`config.mk`:
```
export PLATFORM = sky130hd
export DESIGN_NAME = freq_meas_ctrl
export DESIGN_NICKNAME = d
export VERILOG_FILES = /design/src/rtl/freq_meas_pkg.sv /design/src/rtl/bcd_seq_conv.sv /design/src/rtl/freq_meas_ctrl.sv
export SDC_FILE = /design/constraint.sdc
export NUM_CORES = 1
export LEC_CHECK = 0
export ABC_AREA = 1
export BUFFER_PORTS_ARGS = -buffer_cell sky130_fd_sc_hd__clkbuf_2
export CAP_MARGIN = 10
export CORE_MARGIN = 3
export CORE_UTILIZATION = 45
export DETAILED_ROUTE_END_ITERATION = 16
export HOLD_SLACK_MARGIN = 0.06
export PLACE_DENSITY = 0.7
export SYNTH_ARGS = -nofsm -noshare
export SYNTH_HDL_FRONTEND = slang
export SYNTH_SLANG_ARGS = --single-unit
```
`constraint.sdc`:
```
create_clock -name Clk -period 3.58 [get_ports Clk]
set_input_delay 0.179 -clock Clk [delete_from_list [all_inputs] [get_ports Clk]]
set_output_delay 0.179 -clock Clk [all_outputs]
set_load 0.05 [all_outputs]
```
`src/rtl/freq_meas_pkg.sv`:
```
// Shared types and constants for the frequency-measurement sequencer.
package freq_meas_pkg;

    typedef enum logic [2:0] {
        ST_IDLE,
        ST_GATE,
        ST_WAIT_UPD,
        ST_CONV,
        ST_HOLD
    } state_t;

    localparam logic [15:0] GATE_1000MS = 16'd1000;
    localparam logic [15:0] GATE_100MS  = 16'd100;
    localparam logic [15:0] GATE_10MS   = 16'd10;
    localparam logic [26:0] MAX_DISP    = 27'd99_999_999;
    localparam logic [3:0]  BLANK_DIGIT = 4'hF;

    function automatic logic [15:0] gate_len_ms(input logic [1:0] sel);
        case (sel)
            2'b01:   return GATE_100MS;
            2'b10:   return GATE_10MS;
            default: return GATE_1000MS;
        endcase
    endfunction

    // Digit 0 is never blanked so a zero reading still shows "0".
    function automatic logic [31:0] blank_lz(input logic [31:0] bcd);
        logic [31:0] r;
        logic        lead;
        r    = bcd;
        lead = 1'b1;
        for (int i = 7; i >= 1; i--) begin
            if (lead && (bcd[4*i +: 4] == 4'd0)) r[4*i +: 4] = BLANK_DIGIT;
            else                                 lead = 1'b0;
        end
        return r;
    endfunction

endpackage

```
`src/rtl/bcd_seq_conv.sv`:
```
// 27-bit sequential shift-add-3 converter: load on start, one bit per cycle,
// done pulses for one cycle 28 cycles after start with bcd already final.
module bcd_seq_conv (
    input  logic        Clk,
    input  logic        Rst_n,
    input  logic        start,
    input  logic [26:0] bin,
    output logic        done,
    output logic [31:0] bcd
);
    logic [26:0] r_sh;
    logic [31:0] r_bcd;
    logic [4:0]  r_cnt;
    logic        r_busy;
    logic [31:0] w_adj;

    always_comb begin
        w_adj = r_bcd;
        for (int d = 0; d < 8; d++) begin
            if (r_bcd[4*d +: 4] >= 4'd5) w_adj[4*d +: 4] = r_bcd[4*d +: 4] + 4'd3;
        end
    end

    always_ff @(posedge Clk or negedge Rst_n) begin
        if (!Rst_n) begin
            r_sh   <= '0;
            r_bcd  <= '0;
            r_cnt  <= '0;
            r_busy <= 1'b0;
        end else if (start) begin
            r_sh   <= bin;
            r_bcd  <= '0;
            r_cnt  <= 5'd27;
            r_busy <= 1'b1;
        end else if (r_busy) begin
            if (r_cnt != 5'd0) begin
                {r_bcd, r_sh} <= {w_adj, r_sh} << 1;
                r_cnt         <= r_cnt - 5'd1;
            end else begin
                r_busy <= 1'b0;
            end
        end
    end

    assign done = r_busy && (r_cnt == 5'd0);
    assign bcd  = r_bcd;

endmodule

```
`src/rtl/freq_meas_ctrl.sv`:
```
// Gate / wait / convert / hold sequencer for the frequency counter; 29-cycle Update_Flag->disp_valid.
// LEADING_ZERO_BLANK_EN: blank leading zero digits with 4'hF in the conversion output cycle.
module freq_meas_ctrl #(
    parameter int CLK_FREQ   = 50_000_000,
    parameter int HOLD_MS    = 200,
    parameter int TIMEOUT_MS = 2000,
    parameter int RES_W      = 32
) (
    input  logic             Clk,
    input  logic             Rst_n,
    input  logic             run_en,
    input  logic [1:0]       gate_sel,
    input  logic             Update_Flag,
    input  logic [RES_W-1:0] Freq_Result,
    output logic             Gate_o,
    output logic [31:0]      disp_data,
    output logic             disp_valid,
    output logic             busy,
    output logic             timeout,
    output logic             ovf
);
    import freq_meas_pkg::*;

    localparam int CYC_PER_MS = CLK_FREQ / 1000;
    localparam int PRE_W      = (CYC_PER_MS > 1) ? $clog2(CYC_PER_MS) : 1;

    state_t            r_state, w_nxt;
    logic [PRE_W-1:0]  r_pre;
    logic [15:0]       r_ms;
    logic [15:0]       r_gate_ms;
    logic              r_gate, r_dvld, r_tmo, r_ovf, r_ovf_pend;
    logic [31:0]       r_disp;
    logic              w_tick, w_gate_end, w_upd, w_tmo, w_conv_done, w_hold_end, w_start_gate;
    logic [26:0]       w_sat;
    logic              w_done;
    logic [31:0]       w_bcd, w_disp_out;

    assign w_tick       = (r_pre == PRE_W'(CYC_PER_MS - 1));
    assign w_gate_end   = (r_state == ST_GATE) && w_tick && (r_ms == r_gate_ms - 16'd1);
    assign w_upd        = (r_state == ST_WAIT_UPD) && Update_Flag;
    assign w_tmo        = (r_state == ST_WAIT_UPD) && !Update_Flag && w_tick
                          && (r_ms == 16'(TIMEOUT_MS - 1));
    assign w_conv_done  = (r_state == ST_CONV) && w_done;
    assign w_hold_end   = (r_state == ST_HOLD) && w_tick && (r_ms == 16'(HOLD_MS - 1));
    assign w_start_gate = run_en && ((r_state == ST_IDLE) || w_hold_end);
    assign w_sat        = (Freq_Result > RES_W'(MAX_DISP)) ? MAX_DISP : Freq_Result[26:0];

`ifdef LEADING_ZERO_BLANK_EN
    assign w_disp_out = blank_lz(w_bcd);
`else
    assign w_disp_out = w_bcd;
`endif

    always_comb begin
        w_nxt = r_state;
        case (r_state)
            ST_IDLE:     if (run_en) w_nxt = ST_GATE;
            ST_GATE:     if (w_gate_end) w_nxt = ST_WAIT_UPD;
            ST_WAIT_UPD: if (w_upd) w_nxt = ST_CONV;
                         else if (w_tmo) w_nxt = ST_HOLD;
            ST_CONV:     if (w_conv_done) w_nxt = ST_HOLD;
            ST_HOLD:     if (w_hold_end) w_nxt = run_en ? ST_GATE : ST_IDLE;
            default:     w_nxt = ST_IDLE;
        endcase
    end

    bcd_seq_conv u_conv (
        .Clk   (Clk),
        .Rst_n (Rst_n),
        .start (w_upd),
        .bin   (w_sat),
        .done  (w_done),
        .bcd   (w_bcd)
    );

    always_ff @(posedge Clk or negedge Rst_n) begin
        if (!Rst_n) begin
            r_state    <= ST_IDLE;
            r_pre      <= '0;
            r_ms       <= '0;
            r_gate_ms  <= '0;
            r_gate     <= 1'b0;
            r_dvld     <= 1'b0;
            r_tmo      <= 1'b0;
            r_ovf      <= 1'b0;
            r_ovf_pend <= 1'b0;
            r_disp     <= '0;
        end else begin
            r_state <= w_nxt;
            // Restarting the ms prescaler on every state entry keeps durations cycle-exact.
            if (w_nxt != r_state) begin
                r_pre <= '0;
                r_ms  <= '0;
            end else if (w_tick) begin
                r_pre <= '0;
                r_ms  <= r_ms + 16'd1;
            end else begin
                r_pre <= r_pre + PRE_W'(1);
            end

            if (w_start_gate) begin
                r_gate    <= 1'b1;
                r_gate_ms <= gate_len_ms(gate_sel);
            end else if (w_gate_end) begin
                r_gate <= 1'b0;
            end

            if (w_upd) r_ovf_pend <= (Freq_Result > RES_W'(MAX_DISP));

            r_dvld <= 1'b0;
            if (w_tmo) begin
                r_disp <= '0;
                r_dvld <= 1'b1;
                r_tmo  <= 1'b1;
                r_ovf  <= 1'b0;
            end else if (w_conv_done) begin
                r_disp <= w_disp_out;
                r_dvld <= 1'b1;
                r_tmo  <= 1'b0;
                r_ovf  <= r_ovf_pend;
            end
        end
    end

    assign Gate_o     = r_gate;
    assign disp_data  = r_disp;
    assign disp_valid = r_dvld;
    assign busy       = (r_state != ST_IDLE);
    assign timeout    = r_tmo;
    assign ovf        = r_ovf;

endmodule

```
# Word level (Yosys, flattened, before mapping)
# Cells that the tools add are included.
# word_totals
out_inout_bits	37
inputBits	38
word_cells	113
regBits	153
# classes
mux	44
addsub	12
eq_ne	11
reduce_logical	23
order_cmp	9
# ops
operator	count
two-way mux 32 bit	5
two-way mux 27 bit	4
two-way mux 16 bit	4
adder 16 x 1 -> 16 bit (second input constant)	2
greater-or-equal comparator 4 x 3 -> 1 bit (second input constant)	8
greater-than comparator 32 x 27 -> 1 bit (second input constant)	1
adder 4 x 2 -> 4 bit (second input constant)	7
two-way mux 4 bit	7
two-way mux 3 bit	7
one-hot mux 10 bit (2 select lines)	1
== test 16 x 11 -> 1 bit (second input constant)	1
== test 16 bit	1
== test 16 bit (second input constant)	1
== test 16 x 8 -> 1 bit (second input constant)	1
subtractor 16 x 1 -> 16 bit (second input constant)	1
two-way mux 5 bit	3
one-hot mux 3 bit (5 select lines)	1
two-way mux 1 bit	12
logical AND 1 bit	11
nonzero test 2 bit	5
== test 3 x 2 -> 1 bit (second input constant)	2
zero test 5 bit	1
nonzero test 5 bit	1
subtractor 5 x 1 -> 5 bit (second input constant)	1
11 further kinds	11

# Logic depth before layout (Yosys ltp)
# Gate-level depths: netlist of the first run.
# logic_depth
ltp_word	9
ltp_mapped	22

# Hierarchy
# Synthesis of the first run repeated with hierarchy kept, for this count alone.
# unflattened
hier_cells	1059
area_unflattened_um2	8459.4
# modules_own_cells
mod	cells_per_inst	seq_area_each_um2	area_per_inst_um2	n_inst
freq_meas_ctrl	546	1926.8	4684.5	1
bcd_seq_conv	513	1626.6	3774.9	1

# Worst setup path before layout of the first run
# OpenSTA, ideal clock, no wires.
# synth_timing
kind	register -> register
start	reg r_gate_ms[1]
end	reg r_ms[4]
arrival_time_ps	2140
path_slack_ps	1318
path_stages_with_launch	21
path_cell_list	dfrtp_1 > inv_1 > ha_1 > nand2_1 > nor2_1 > ha_1 > nand2_1 > nand2_1 > nor2_1 > nand2_1 > nor2_1 > nand2_1 > nor2_1 > nand2_1 > nand2_1 > nand3_1 > nand3_1 > nand2_1 > nand2_2 > buf_6 > nor2_2
# synth_between
elab_chain_len	7
# synth_rtl
element	line_no	rtl
from (decl)	freq_meas_ctrl.sv:30	logic [15:0] r_gate_ms;
from (signal assigned)	freq_meas_ctrl.sv:103	r_gate_ms <= gate_len_ms(gate_sel);
subtractor 16 x 1 -> 16 bit *	freq_meas_ctrl.sv:39	assign w_gate_end = (r_state == ST_GATE) && w_tick && (r_ms == r_gate_ms - 16'd1);
== test 16 bit *	freq_meas_ctrl.sv:39	
logical AND 1 bit *	freq_meas_ctrl.sv:39	
two-way mux 3 bit *	freq_meas_ctrl.sv:58	ST_GATE: if (w_gate_end) w_nxt = ST_WAIT_UPD;
one-hot mux 3 bit (5 select lines) *	freq_meas_ctrl.sv:56	case (r_state)
!= test 3 bit *	freq_meas_ctrl.sv:91	if (w_nxt != r_state) begin
two-way mux 16 bit / nonzero test 2 bit (equally long branches)	-	
to (signal assigned)	freq_meas_ctrl.sv:96	r_ms <= r_ms + 16'd1;
to (decl)	freq_meas_ctrl.sv:29	logic [15:0] r_ms;
# Every way passes the cells marked *; elsewhere a longest branch is shown, timed or not.
# A chain may end at the register's enable or synchronous reset.

# Final worst setup path of the first run
# layout_timing
start	reg r_gate_ms[1]
end	reg r_ms[12]
# The elaborated chain is that of the path after synthesis.

==> impl_metrics.ini, run 1 <==
[worst_setup_path]
worstPathRequired_ps = 3920
crit_type = flop to flop
critical_path.max_fanout = 17
critical_path.startpoint = r_gate_ms[1]$_DFFE_PN0P_
end_kind = flop
critical_path_arrival_ps = 3260
r2r_start = r_gate_ms[1]$_DFFE_PN0P_
cp-start-kind = flop
ff2ff_path_depth = 21
r2r_setup_slack_ps = 670
reg2reg_to = r_ms[12]$_DFFE_PN0P_

[yosys]
syn-num-nets = 1005
yosys_most_used_dff = dfrtp_1
synth_most_common_cell = nand2_1
synth_cell_types = 39
synthCells = 940
synth_commonest_cells = nand2_1 (189), inv_1 (151), dfrtp_1 (142)
yosysSeqAreaShare_pct = 46.6
syn_avg_cell_area_um2 = 8.11
ys_top_cells_by_area = dfrtp_1 (47%), nand2_1 (9.3%), inv_1 (7.4%)
synth.top_cell.area_share_pct = 46.6
ys_seq_elements = 142
syn_area_mm2 = 0.00762
synth-edff-count = 0
yosysTopAreaCell = dfrtp_1
async_flop_share_pct = 100
yosys_warnings = 0

[detailed_routing]
num_vias = 6483
wl_per_cell_um = 14.0
wl_mm = 17.7
drt_pass1_iterations = 7
drtIter0Drc = 447
drc = 0
post_drt_via_cell_ratio = 5.14
ant_nets = 0

[cts]
clkLatencyLatePin_ps = 430
cts.path.max_buffers = 2
cts-root-buf = clkbuf_16
hold_buffers = 21
cts_tree = done
cts_setup_buffers = 0
htreeDepth = 4
ctsResizeCount = 0
cts_made_buffers = 17
cts.reportedPaths.clkPinSlew_ps = 60
clkSinkCount = 142

[timing]
fin_worst_skew_ps = 17.6
worst_pin_slew_ps = 1060
rsz0062_at_grt = false
setup_ws_ps = 669
post-route-period-util_pct = 81.3
period_minus_slack_ps = 2910
max_clock_freq_mhz = 344
max_slew_margin_pct = 28.7
report.final.slew_viol_count = 0
setup_violations = 0
setup-tns-final_ps = 0
hold_viol = 0
hold_slack_ps = 80.9

[pwr]
p_leak_uw = 0.00468
powerDensity_mw_per_mm2 = 429
ir_drop_mv = 0.359

[die]
core_area_mm2 = 0.0162
die_w_um = 136
initial_core_util_pct = 47.0
die_h_um = 136
ios = 75
core.rowCount = 46
die_area_mm2 = 0.0185

[place]
dp_cells = 1210
routabilityCongestion = 0.923
dp_slack_ps = 667
numPortBuffers = 74
hpwl_mm = 12.1

[final_layout]
synthToLayoutAreaGrowth_pct = 18.2
final_nets = 1099
drive_gt1_share_pct = 15.2
final_cell_count_no_fill = 1262
diodes = 0
fin_util_pct = 55.5

[global_route]
grt_use_total_pct = 20.4
grt_first_pass_wirelength_mm = 30.1
grt.overflow.total = 0
grt_pass1_vias = 6190
grt_max_degree = 75
antenna_found_initial = 0

[flow_run]
maxCapViolCount = 0

[hold_path]
min_from = Freq_Result[16]
hold-path-endpoint = u_conv.r_sh[16]$_DFFE_PN0P_
hp-class = input port to flop
holdPathStages = 3

[run_status]
outcome = complete, no violations
==> worst max-delay path, stage by stage, from the launching register on <==
cell	delay (ps)
dfrtp_1	390
inv_1	140
ha_1	210
nand2_1	60
nor2_1	90
ha_1	250
nand2_1	70
nand2_1	60
nor2_1	100
nand2_1	60
nor2_1	90
nand2_1	60
nor2_1	120
nand2_1	100
nand2_1	70
nand3_1	70
nand2_1	90
nand2_1	60
nand2_1	70
nand2_2	280
buf_12	280
nor2_2	90
==> cell type report <==
| cell class | count | area (um2) |
|---|---|---|
| Sequential cell | 142 | 3550 |
| Multi-Input combinational cell | 614 | 3350 |
| Tap cell | 216 | 270 |
| Timing Repair Buffer | 105 | 674 |
| Clock inverter | 11 | 133 |
| Fill cell | 1496 | 7220 |
| Inverter | 154 | 578 |
| Clock buffer | 20 | 457 |
==> worst max-delay path by stage <==
stage,end,cells past startpoint
detailed placement,r_ms[7]$_DFFE_PN0P_,21
CTS,r_ms[12]$_DFFE_PN0P_,21
global route,r_ms[8]$_DFFE_PN0P_,21
finish,r_ms[12]$_DFFE_PN0P_,21
floorplan,r_ms[4]$_DFFE_PN0P_,20
global placement,r_ms[7]$_DFFE_PN0P_,20
==> state kept, by name, indices dropped and copies added (netlist names) <==
| name | flops |
|---|---|
| Gate_o | 1 |
| disp_data | 32 |
| disp_valid | 1 |
| ovf | 1 |
| r_gate_ms | 5 |
| r_ms | 16 |
| r_ovf_pend | 1 |
| r_pre | 16 |
| r_state | 3 |
| timeout | 1 |
| u_conv.bcd | 32 |
| u_conv.r_busy | 1 |
| u_conv.r_cnt | 5 |
| u_conv.r_sh | 27 |
==> kinds of logic after synthesis <==
group / Yosys count / share of synthesized area, %
mux: 1 / 0.131
compound gates: 168 / 12.9
fa+ha+maj: 27 / 4.43
flops: 142 / 46.6
xor+xnor: 30 / 3.45
simple gates: 388 / 22.9
buf+inv: 184 / 9.55
==> routing by layer <==
metal	GRT usage, %	up-vias	share of wire, %
met5	0	-	0
met4	4.70	0	1.1
met3	5.07	15	4.7
met2	32.2	154	47
met1	28.4	3078	47
li1	-	3236	-
==> layout by cell type, fill, tap and decap left out, drive strengths merged <==
cell	count
xnor2	5
nand4	18
o21bai	1
inv	157
a21oi	27
xor2	25
mux2i	1
a22oi	28
clkinvlp	2
nor2	95
nand3b	3
o22ai	21
o2111ai	4
a31o	2
bufinv	2
clkbuf	93
o21ai	77
clkinv	4
nand2	190
a211oi	1
nand3	60
a21o	2
nor4	3
o211ai	1
nor3b	2
ha	27
o32ai	4
dfrtp	142
dlygate4sd3	21
nor3	17
buf	11
==> stage by stage <==
step / power [uW] / instance area [um2]
5_1_grt: 4040 / 9010
2_1_floorplan: 1990 / 7620
3_3_place_gp: 2110 / 8210
3_5_place_dp: 2110 / 8210
6_report: 3870 / 9010
4_1_cts: 3910 / 9010
==> report_power, final <==
group	internal, uW	switching, uW
clock	1070	704
combinational	162	252
sequential	1640	41.8
total	2870	997
Note: power is estimated with default switching activity, not from simulation.
==> run 2: changes to the inputs <==
- clock period: 3.58 -> 2.7 ns (I/O delays scaled with it)
==> run 2 against run 1 <==
Wire length rose by 1.8%. Flip-flop and latch count did not move. Final area rose by 2.8%. Count of clock-buffer cells in the layout rose by 1. Global-route usage fell by 0.35 points. Final cell count rose by 1.7%. Highest routed layer unchanged. Non-clock buffer count rose by 22. Clock power rose by 35%. Critical path type unchanged.
==> impl_metrics.ini, run 2 (synthesized netlist as in run 1, its figures left out) <==
[pwr]
combPwrFrac_pct = 12.1
p_sw_share_pct = 24.9
p_seq_share_pct = 42.4
p_int_uw = 3950
p_sw_uw = 1310
powerDensity_mw_per_mm2 = 567
p_clk_share_pct = 45.5
ir_drop_mv = 0.444
p_leak_uw = 0.00479

[detailed_routing]
num_vias = 6588
drc = 0
ant_nets = 0
wl_mm = 18.0
drt_pass1_iterations = 5
post_drt_via_cell_ratio = 5.13
drtIter0Drc = 505
wl_per_cell_um = 14.0

[flow_run]
maxCapViolCount = 0

[cts]
cts-root-buf = clkbuf_16
clkSinkCount = 142
clkLatencyLatePin_ps = 430
htreeDepth = 4
cts.path.max_buffers = 2
cts.reportedPaths.clkPinSlew_ps = 60
cts_made_buffers = 17
cts_tree = done

[worst_setup_path]
cp_slowest_cell = dfrtp_1
r2r_start = r_gate_ms[2]$_DFFE_PN0P_
critical_path.startpoint = r_gate_ms[2]$_DFFE_PN0P_
max_stage_delay_ps = 380
end_kind = flop
crit_type = flop to flop
reg2reg_to = r_ms[15]$_DFFE_PN0P_
worstPathRequired_ps = 3050
cp-start-kind = flop
critical_path.max_fanout = 8
r2r_setup_slack_ps = 170
critPathMostFrequentCell = nand2_1
cp_top_family = simple AND/OR/NAND/NOR gates
critical_path_arrival_ps = 2880
cp_num_buf_inv = 2
ff2ff_path_depth = 21
worstPathCellList = inv_1 -> ha_2 -> nand2_1 -> nor2_1 -> ha_2 -> nand2_1 -> nand2_1 -> nor2_1 -> nand2_1 -> nor2_1 -> nand2_1 -> nor2_1 -> nand2_1 -> nand2_1 -> nand3_1 -> nand2_1 -> nand2_1 -> nand2_2 -> nand2_4 -> buf_4 -> nor2_2

[place]
numPortBuffers = 74
hpwl_mm = 12.1
dp_slack_ps = 73.7
routabilityCongestion = 0.894
dpl_cell_area_mm2 = 0.00828

[die]
die_w_um = 136
core_area_mm2 = 0.0162
die_area_mm2 = 0.0185
die_h_um = 136
ios = 75
core.rowCount = 46
initial_core_util_pct = 47.0

[timing]
worst_pin_slew_ps = 1110
max_clock_freq_mhz = 395
max_slew_margin_pct = 25.4
hold_viol = 0
setup_violations = 0
report.final.slew_viol_count = 0
fin_worst_skew_ps = 17.1
setup_ws_ps = 167
period_minus_slack_ps = 2530
post-route-period-util_pct = 93.8

[global_route]
grt_max_degree = 75
grt.overflow.total = 0
grt_first_pass_wirelength_mm = 30.0
antenna_found_initial = 0
grt_use_total_pct = 20.0
grt_pass1_vias = 6305

[final_layout]
synthToLayoutAreaGrowth_pct = 21.4
final_area_mm2 = 0.00926
layout_commonest_cell = nand2_1
mostFrequentLayoutCells = nand2_1 (188), inv_1 (151), dfrtp_1 (142)
drive_gt1_share_pct = 16.4
final_nets = 1121
diodes = 0

[hold_path]
hp-class = input port to flop
hold-path-endpoint = r_gate_ms[3]$_DFFE_PN0P_
holdPathStages = 3
min_from = gate_sel[0]

[run_status]
outcome = complete, no violations
[run 2: cell types whose count changed in the layout (fill, tap and decap cells not counted), moves of 2 or more]
cell and change:
buf_4 +10, buf_6 +2, clkinv_2 +2, clkinv_4 -2, dlygate4sd3_1 +8, ha_1 -2
ha_2 +2, inv_6 -2
[run 2: stage by stage]
step | power (uW) | std cells | TNS [ps] | hold WS (ps) | util, %
after floorplan | 2640 | 940 | 0 | -161 | -
after global placement | 2820 | 1217 | 0 | 216 | 51.0
after detailed placement | 2820 | 1217 | 0 | 215 | 51.0
after CTS | 5250 | 1277 | 0 | 62.6 | 56.5
after global routing | 5470 | 1284 | -750 | 87.0 | 57.1
final | 5250 | 1284 | 0 | 74.8 | 57.1
[run 2: how the worst max path moves through the flow]
stage                                endpoint  cells past startpoint
CTS                 u_conv.bcd[8]$_DFFE_PN0P_                     10
floorplan                 r_ms[4]$_DFFE_PN0P_                     20
global placement          r_pre[10]$_DFF_PN0_                     18
finish                   r_ms[15]$_DFFE_PN0P_                     21
global route             r_ms[10]$_DFFE_PN0P_                     21
detailed placement  u_conv.bcd[8]$_DFFE_PN0P_                     10
[run 2: worst reg2reg max path, delay by kind of cell, from the launching register on]
kind | cells | cell delay [ps]
flops | 1 | 380
buf+inv | 2 | 270
fa+ha+maj | 2 | 470
simple gates | 17 | 1350
[run 2: what timing repair did]
| item | 4_1_cts | 5_1_grt |
|---|---|---|
| buffers inserted | 0 | 6 |
| hold buffers | 29 | 0 |
| gates resized for setup | 0 | 7 |
| hold endpoints to repair | 100 | 0 |
| endpoints found under the setup margin | 0 | 59 |
[run 2: cell type report]
class / count / area [um2]
Tap cell: 216 / 270
Clock buffer: 21 / 460
Timing Repair Buffer: 127 / 897
Sequential cell: 142 / 3550
Fill cell: 1462 / 6970
Multi-Input combinational cell: 614 / 3360
Inverter: 154 / 578
Clock inverter: 10 / 138
[run 2: power groups by stage]
stage | Sequential [uW] | Clock [uW] | Combinational (uW)
after floorplan | 2260 | 0 | 387
after global placement | 2260 | 0 | 554
after CTS | 2230 | 2430 | 593
after global routing | 2230 | 2520 | 716
final | 2230 | 2390 | 636
after detailed placement | 2260 | 0 | 557
[run 2: layer usage]
metal	track usage (%)	up-vias	share of wire, %
met1	27.9	3091	46
met4	5.94	0	1.4
met3	3.89	22	5.1
met5	0	-	0
met2	31.9	193	47
li1	-	3282	-
